`src/rtl/io_pkg.sv`:
```
// Shared constants and types for the CPU input-port conditioning logic.
package io_pkg;

    localparam int SYNC_STAGES_DEF     = 2;
    localparam int DEBOUNCE_CYCLES_DEF = 500000;  // 5 ms at 100 MHz

    // Width of the switch word seen on CPU input port 1.
    typedef logic [15:0] sw_word_t;

endpackage

```
`src/rtl/debounce_bit.sv`:
```
// One switch bit: synchroniser chain, agreement counter, stable level and
// single-cycle rise/fall pulses that coincide with the level update.
module debounce_bit
    import io_pkg::*;
#(
    parameter int SYNC_STAGES     = SYNC_STAGES_DEF,
    parameter int DEBOUNCE_CYCLES = DEBOUNCE_CYCLES_DEF
) (
    input  logic clk,
    input  logic rst_n,
    input  logic sw,
    output logic level,
    output logic rise,
    output logic fall
);

    localparam int CW = $clog2(DEBOUNCE_CYCLES);
    localparam logic [CW-1:0] CNT_MAX = CW'(DEBOUNCE_CYCLES - 1);

    logic [SYNC_STAGES-1:0] sync_q;
    logic                   sync;
    logic [CW-1:0]          cnt;

    assign sync = sync_q[SYNC_STAGES-1];

    // The count clears on acceptance, so it never needs to saturate.
    always_ff @(posedge clk or negedge rst_n) begin
        if (!rst_n) begin
            sync_q <= '0;
            cnt    <= '0;
            level  <= 1'b0;
            rise   <= 1'b0;
            fall   <= 1'b0;
        end else begin
            sync_q <= {sync_q[SYNC_STAGES-2:0], sw};
            rise   <= 1'b0;
            fall   <= 1'b0;
            if (sync == level) begin
                cnt <= '0;
            end else if (cnt == CNT_MAX) begin
                level <= sync;
                cnt   <= '0;
                rise  <= sync;
                fall  <= ~sync;
            end else begin
                cnt <= cnt + CW'(1);
            end
        end
    end

endmodule

```
`src/rtl/sw_debounce.sv`:
```
// Switch-word conditioner: per-bit debounce plus sticky change flags that
// software polls on its slower clock and clears with ack/ack_mask.
module sw_debounce
    import io_pkg::*;
#(
    parameter int WIDTH           = $bits(sw_word_t),
    parameter int SYNC_STAGES     = SYNC_STAGES_DEF,
    parameter int DEBOUNCE_CYCLES = DEBOUNCE_CYCLES_DEF
) (
    input  logic             clk,
    input  logic             rst_n,
    input  logic [WIDTH-1:0] sw_in,
    output logic [WIDTH-1:0] sw_out,
    output logic [WIDTH-1:0] rise,
    output logic [WIDTH-1:0] fall,
    output logic [WIDTH-1:0] event_flags,
    output logic             event_any,
    input  logic             ack,
    input  logic [WIDTH-1:0] ack_mask
);

    if (SYNC_STAGES < 2 || DEBOUNCE_CYCLES < 2) begin : g_param_check
        $error("sw_debounce: SYNC_STAGES and DEBOUNCE_CYCLES must both be >= 2");
    end

    for (genvar i = 0; i < WIDTH; i++) begin : g_bit
        debounce_bit #(
            .SYNC_STAGES     (SYNC_STAGES),
            .DEBOUNCE_CYCLES (DEBOUNCE_CYCLES)
        ) u_bit (
            .clk   (clk),
            .rst_n (rst_n),
            .sw    (sw_in[i]),
            .level (sw_out[i]),
            .rise  (rise[i]),
            .fall  (fall[i])
        );
    end

    // ack is a plain level strobe with no handshake: every edge that sees
    // ack=1 clears the masked flags, and a same-edge rise/fall wins.
    logic [WIDTH-1:0] clear;
    assign clear = {WIDTH{ack}} & ack_mask;

    always_ff @(posedge clk or negedge rst_n) begin
        if (!rst_n) begin
            event_flags <= '0;
        end else begin
            event_flags <= (event_flags & ~clear) | rise | fall;
        end
    end

    assign event_any = |event_flags;

endmodule

```
`config.mk`:
```
export PLATFORM = sky130hd
export DESIGN_NAME = sw_debounce
export DESIGN_NICKNAME = d
export VERILOG_FILES = /design/src/rtl/io_pkg.sv /design/src/rtl/debounce_bit.sv /design/src/rtl/sw_debounce.sv
export SDC_FILE = /design/constraint.sdc
export NUM_CORES = 1
export LEC_CHECK = 0
export CORE_AREA = 2 2 272 274
export CTS_BUF_LIST = sky130_fd_sc_hd__clkbuf_4 sky130_fd_sc_hd__clkbuf_8 sky130_fd_sc_hd__clkbuf_16
export CTS_CLUSTER_DIAMETER = 40
export CTS_CLUSTER_SIZE = 25
export DETAILED_ROUTE_END_ITERATION = 8
export DIE_AREA = 0 0 274 276
export PLACE_DENSITY = 0.52
export SETUP_SLACK_MARGIN = 0.2
export SKIP_CTS_REPAIR_TIMING = 1
export SLEW_MARGIN = 30
export SYNTH_ARGS = -nofsm -noshare
export SYNTH_HDL_FRONTEND = slang
export SYNTH_SLANG_ARGS = --single-unit
```
`constraint.sdc`:
```
create_clock -name clk -period 2.8 [get_ports clk]
set_input_delay 0.28 -clock clk [delete_from_list [all_inputs] [get_ports clk]]
set_output_delay 0.28 -clock clk [all_outputs]
set_load 0.01 [all_outputs]
```
Word-level counts from Yosys, hierarchy flattened
Cells that the tools add are included.
Widths: inputs -> output; s select.
{"block": "totals", "in_bits": 35, "elab_cells": 279, "reg_bits": 400, "out_inout_bits": 65}
{"block": "classes", "bitwise": 37, "muxes": 96, "eq_ne": 32, "n_reduce_logical": 17, "add_sub_neg": 16}
{"op": "$mux 19", "count": 32}
{"op": "$add 19x1->19 const B", "count": 16}
{"op": "$eq 19x19->1 const B", "count": 16}
{"op": "$mux 1", "count": 64}
{"op": "$and 16x16->16", "count": 2}
{"op": "$not 1->1", "count": 32}
{"op": "$or 16x16->16", "count": 2}
{"op": "$reduce_and 2->1", "count": 16}
{"op": "$eq 1x1->1", "count": 16}
{"op": "$not 16->16", "count": 1}
{"op": "$reduce_or 16->1", "count": 1}

Logic depth before layout (Yosys ltp)
{"block": "depth", "word_depth": 5, "ltp_mapped": 7, "ltp_nobuf": 5}

By module
A second synthesis with hierarchy kept.
{"block": "hier_totals", "hier_cells": 1842, "hier_area_um2": 19090.8}
{"module": "debounce_bit (g_bit[0].u_bit ...)", "area_each_um2": 1151.1, "seq_area_each_um2": 600.6, "cells_each": 112, "instances": 15}
{"module": "debounce_bit (g_bit[1].u_bit)", "area_each_um2": 1161.1, "seq_area_each_um2": 600.6, "cells_each": 107, "instances": 1}
{"module": "sw_debounce", "area_each_um2": 663.1, "seq_area_each_um2": 400.4, "cells_each": 55, "instances": 1}

Least setup slack after synthesis
Ideal clock, no wire load.
{"block": "synth_path", "kind": "register to register", "from": "reg g_bit[8].u_bit.cnt[0]", "to": "reg g_bit[8].u_bit.cnt[10]", "t_required_ns": 2.668, "n_path_buf": 1, "stages_incl_launch_ff": 6, "setup_ns": 0.132, "t_arrival_ns": 1.856, "synth_period_minus_slack_ns": 1.988, "setup_slack_ns": 0.812, "path_cell_list": "dfrtp_1 -> ha_1 -> nand4_1 -> o31ai_1 -> clkbuf_1 -> nor2_1"}
{"block": "synth_between", "elab_chain_cells": 3, "word_cells_on_any_way": 4, "cone_classes": "add/sub (1); eq/ne (1); mux (2)"}
{"element": "start: declaration", "line": "debounce_bit.sv:22", "text": "logic [CW-1:0] cnt;"}
{"element": "start signal: assignment", "line": "debounce_bit.sv:46", "text": "cnt <= cnt + CW'(1);"}
{"element": "$add 19x1->19 / $eq 19x19->1 (equally long branches)", "line": "debounce_bit.sv:46, debounce_bit.sv:40"}
{"element": "$mux 19 *", "line": "debounce_bit.sv:40", "text": "end else if (cnt == CNT_MAX) begin"}
{"element": "$mux 19 *", "line": "debounce_bit.sv:38", "text": "if (sync == level) begin"}
Mark *: on every way between the ends. The rest lies on a longest branch, timed or not.
A chain may end at the register's enable or synchronous reset.

Worst setup path in the final report
{"block": "layout_path", "from": "reg event_flags[4]", "to": "out event_any"}
{"block": "layout_between", "elab_chain_cells": 1}
{"element": "start: declaration", "line": "sw_debounce.sv:16", "text": "output logic [WIDTH-1:0] event_flags,"}
{"element": "start signal: assignment", "line": "sw_debounce.sv:49", "text": "event_flags <= (event_flags & ~clear) | rise | fall;"}
{"element": "$reduce_or 16->1", "line": "sw_debounce.sv:53", "text": "assign event_any = |event_flags;"}
{"element": "end: declaration", "line": "sw_debounce.sv:17", "text": "output logic event_any,"}
Every way passes these cells.

==> results.md <==
* Sequential share of power at a little under two fifths
* Iter 0 DRT Violations at 633
* Clock Pin Slew Worst Setup and Hold Paths at 50 ps
* Syn Inst Count at 1,836
* Count leader, synth: dfrtp_1
* Hpwl dp at just under 30,000 um
* Fin. Hold Viols at 0
* Final wirelength at about 43,000 um
* Die Span X at 274 um
* Io pins at 100
* Die ar. at ~76,000 sq um
* Port Buffer Count at 99
* Global-route usage over all layers at a little under an eighth
* Area of the multi-input gates at ~8100 sq um
* Setup TNS at 0 ps
* Req. time, crit path at between 2000 and 3000 ps
* Setup Skew at 16.3 ps
* Mapped cell area at 18,800 sq um
* Crit path largest cell delay at roughly 550 ps
* Comb pwr share at about 2.6%
* Wire per inst at 14.4 um
* Hold Path Class: in -> reg
* # rows at just under 100
* Slew Viols, Final at 0
* Max clock buf depth at 3
* Yosys cell types at 43
* Total grt overflow at 0
* Initial antenna violation count at 3
* Period utilisation layout at between 80% and 90%
* Core Box Area at between 70,000 and 80,000 sq um
* Largest net degree at the start of global routing at just over 100
* Largest area contributor in the netlist: dfrtp_1
* Leak Pwr at 9.36 nW
* Most instantiated cells after synthesis: dfrtp_1 (400), nor2_1 (242), xnor2_1 (149)
* Status: finished clean
* Slowest-stage cell, CP: clkdlybuf4s50_1
* Synthesized net count at roughly 1,900
* Crit-path cells: nor4_2, nand4_1, clkdlybuf4s50_1
* Post-synthesis sequential area ratio at 53.3%
* Final core utilization at 32.3%
* Family with the most delay on the worst path: simple AND/OR/NAND/NOR gates
* FF+latch count, synth at 400
* Synth-to-Final Area Change at 24.9%
* CP Buf/Inv Count at 1
* NetSw at between 3 and 4 mW
* Worst IR Drop VDD at roughly 0.33 mV
* EDFF count, synth at 0
* Nets at 2,013
* CTS tree: done
* Synth top area share at approximately 53%
* Power per Cell Area at 672 nW/um^2
* Final min period at ~2500 ps
* # fillers at 7,441
* Clock buffers created by TritonCTS at 77
* Main flop type after synthesis: dfrtp_1
* Layout cell share with drive strength beyond 1 at between 10% and 20%
* Clock share of power at roughly three fifths
* Design Area, Final at 23,400 sq um
* Synth area leaders: dfrtp_1 (53%), xnor2_1 (7.0%), nor2_1 (4.8%)
* Drt pass-1 iters at 4
* Seq. cell area at 10,000 sq um
* Synthesized area per cell at a little over 10 sq um
* Max-Cap Viols at 0
* First-pass GRT wire length at ~71,000 um
* WS Path Type: reg -> out
* # diodes at 0
* Routed Antenna Nets at 0
* Root Buffer: clkbuf_16
* CP arrival at approximately 2200 ps
* Fmax at just over 400 MHz
* RSZ-0062 raised after global routing: false
* Placed cell areas at 20,700 sq um
* Asr flop ratio synth at 100%
* Clock Latency Late Sink at ~600 ps
* # setup viols final at 0
* Startpoint types: flop
* Rel. slew slack at 55.1%
* Residual DRC at 0
* Initial Util at approximately a quarter
* WHS at between 100 and 150 ps
* GPL Wtd Cong at a little over 0.8
* Synth warn at 0
* Via/cell ratio at 4.67
* Total number of vias at around 14,000
* CP Max Fanout at 3
* CTS H-tree lvls at 3
* Die Ht at between 200 and 300 um
* CP endpoint kind: primary output
* Int Pwr at between 10 and 15 mW
* Switching part of the total at roughly 22%
* Vias in the first global route at approximately 14,000
* Worst-margin pin slew at between 600 and 700 ps
* Sinks on Clock Net at 400
==> worst reg2reg max path, cell delays in order (launching register included) <==
cell and delay (ps):
dfrtp_1 380, ha_1 270, nand4_1 300, or3_1 460, or4_1 400, a21oi_1 170
==> per-layer routing <==
metal,global-route usage (%),vias to the layer above,part of all wire [%]
met3,3.73,89,6.3
met2,17.2,285,44
met1,15.4,6788,47
met4,4.12,4,2.9
li1,-,6775,-
met5,0,-,0.051
==> state kept, by name, indices dropped and copies added (netlist names) <==
register	cells
g_bit.u_bit.cnt	304
g_bit.u_bit.sync_q	32
event_flags	16
g_bit.u_bit.fall	16
g_bit.u_bit.level	16
g_bit.u_bit.rise	16
==> final timing paths <==
kind                                          start                        to  slack (ps)  cells past startpoint
max                                  event_flags[4]                 event_any         340                      3
min                                        sw_in[3]  g_bit[3].u_bit.sync_q[0]         130                      1
max reg2reg                   g_bit[2].u_bit.cnt[0]    g_bit[2].u_bit.cnt[18]         730                      5
min reg2reg                g_bit[7].u_bit.sync_q[0]  g_bit[7].u_bit.sync_q[1]         340                      0
max in group asynchronous                     rst_n    g_bit[10].u_bit.cnt[5]        1650                      3
min in group asynchronous                     rst_n    g_bit[14].u_bit.cnt[6]         190                      2
==> layout make-up <==
type | instances | area share [%]
clock inverter | 48 | 2.30
multi-input combinational | 1309 | 34.6
inverter | 41 | 0.657
timing repair buffer | 133 | 5.49
tap | 959 | 5.12
sequential | 400 | 42.7
clock buffer | 95 | 9.13
==> cells in the final DEF, fill, tap and decap left out, types with 34 or more instances in the layout <==
cell type,count
nand3_1,98
a21oi_1,64
xor2_1,74
nand4_1,94
nor2_1,242
or4_1,39
nor3_1,45
nand2_1,112
dfrtp_1,400
clkbuf_16,79
nor3b_1,41
or3_1,44
inv_1,40
clkdlybuf4s50_1,97
nor4_1,56
xnor2_1,149
o21ai_0,34
==> metrics by stage <==
step	total power, mW	setup slack [ps]	std cells
6_report	15.8	343	2985
5_1_grt	16.4	209	2985
4_1_cts	16.1	32.3	2984
3_5_place_dp	6.47	692	2841
3_3_place_gp	6.46	727	2841
2_1_floorplan	6.19	812	1836
==> kinds of logic (layout without fill, tap and decap cells) <==
family                   Yosys count  in the layout  synth area share (%)
XOR/XNOR                         223            223                  10.4
buffers and inverters            127            317                  3.54
flip-flops                       400            400                  53.3
AND/OR/NAND/NOR                  893            893                  25.5
AO/OA/AOI/OAI                    160            160                  5.13
multiplexers                      17             17                  1.01
adder cells (fa/ha/maj)           16             16                  1.07
==> power by group through the flow <==
stage	clock, mW	combinational, mW	sequential, mW
floorplan	0	0.160	6.03
global placement	0	0.413	6.04
detailed placement	0	0.420	6.05
CTS	9.69	0.422	5.96
global route	9.99	0.471	5.97
finish	9.39	0.404	5.96
Note: power is estimated with default switching activity, not from simulation.
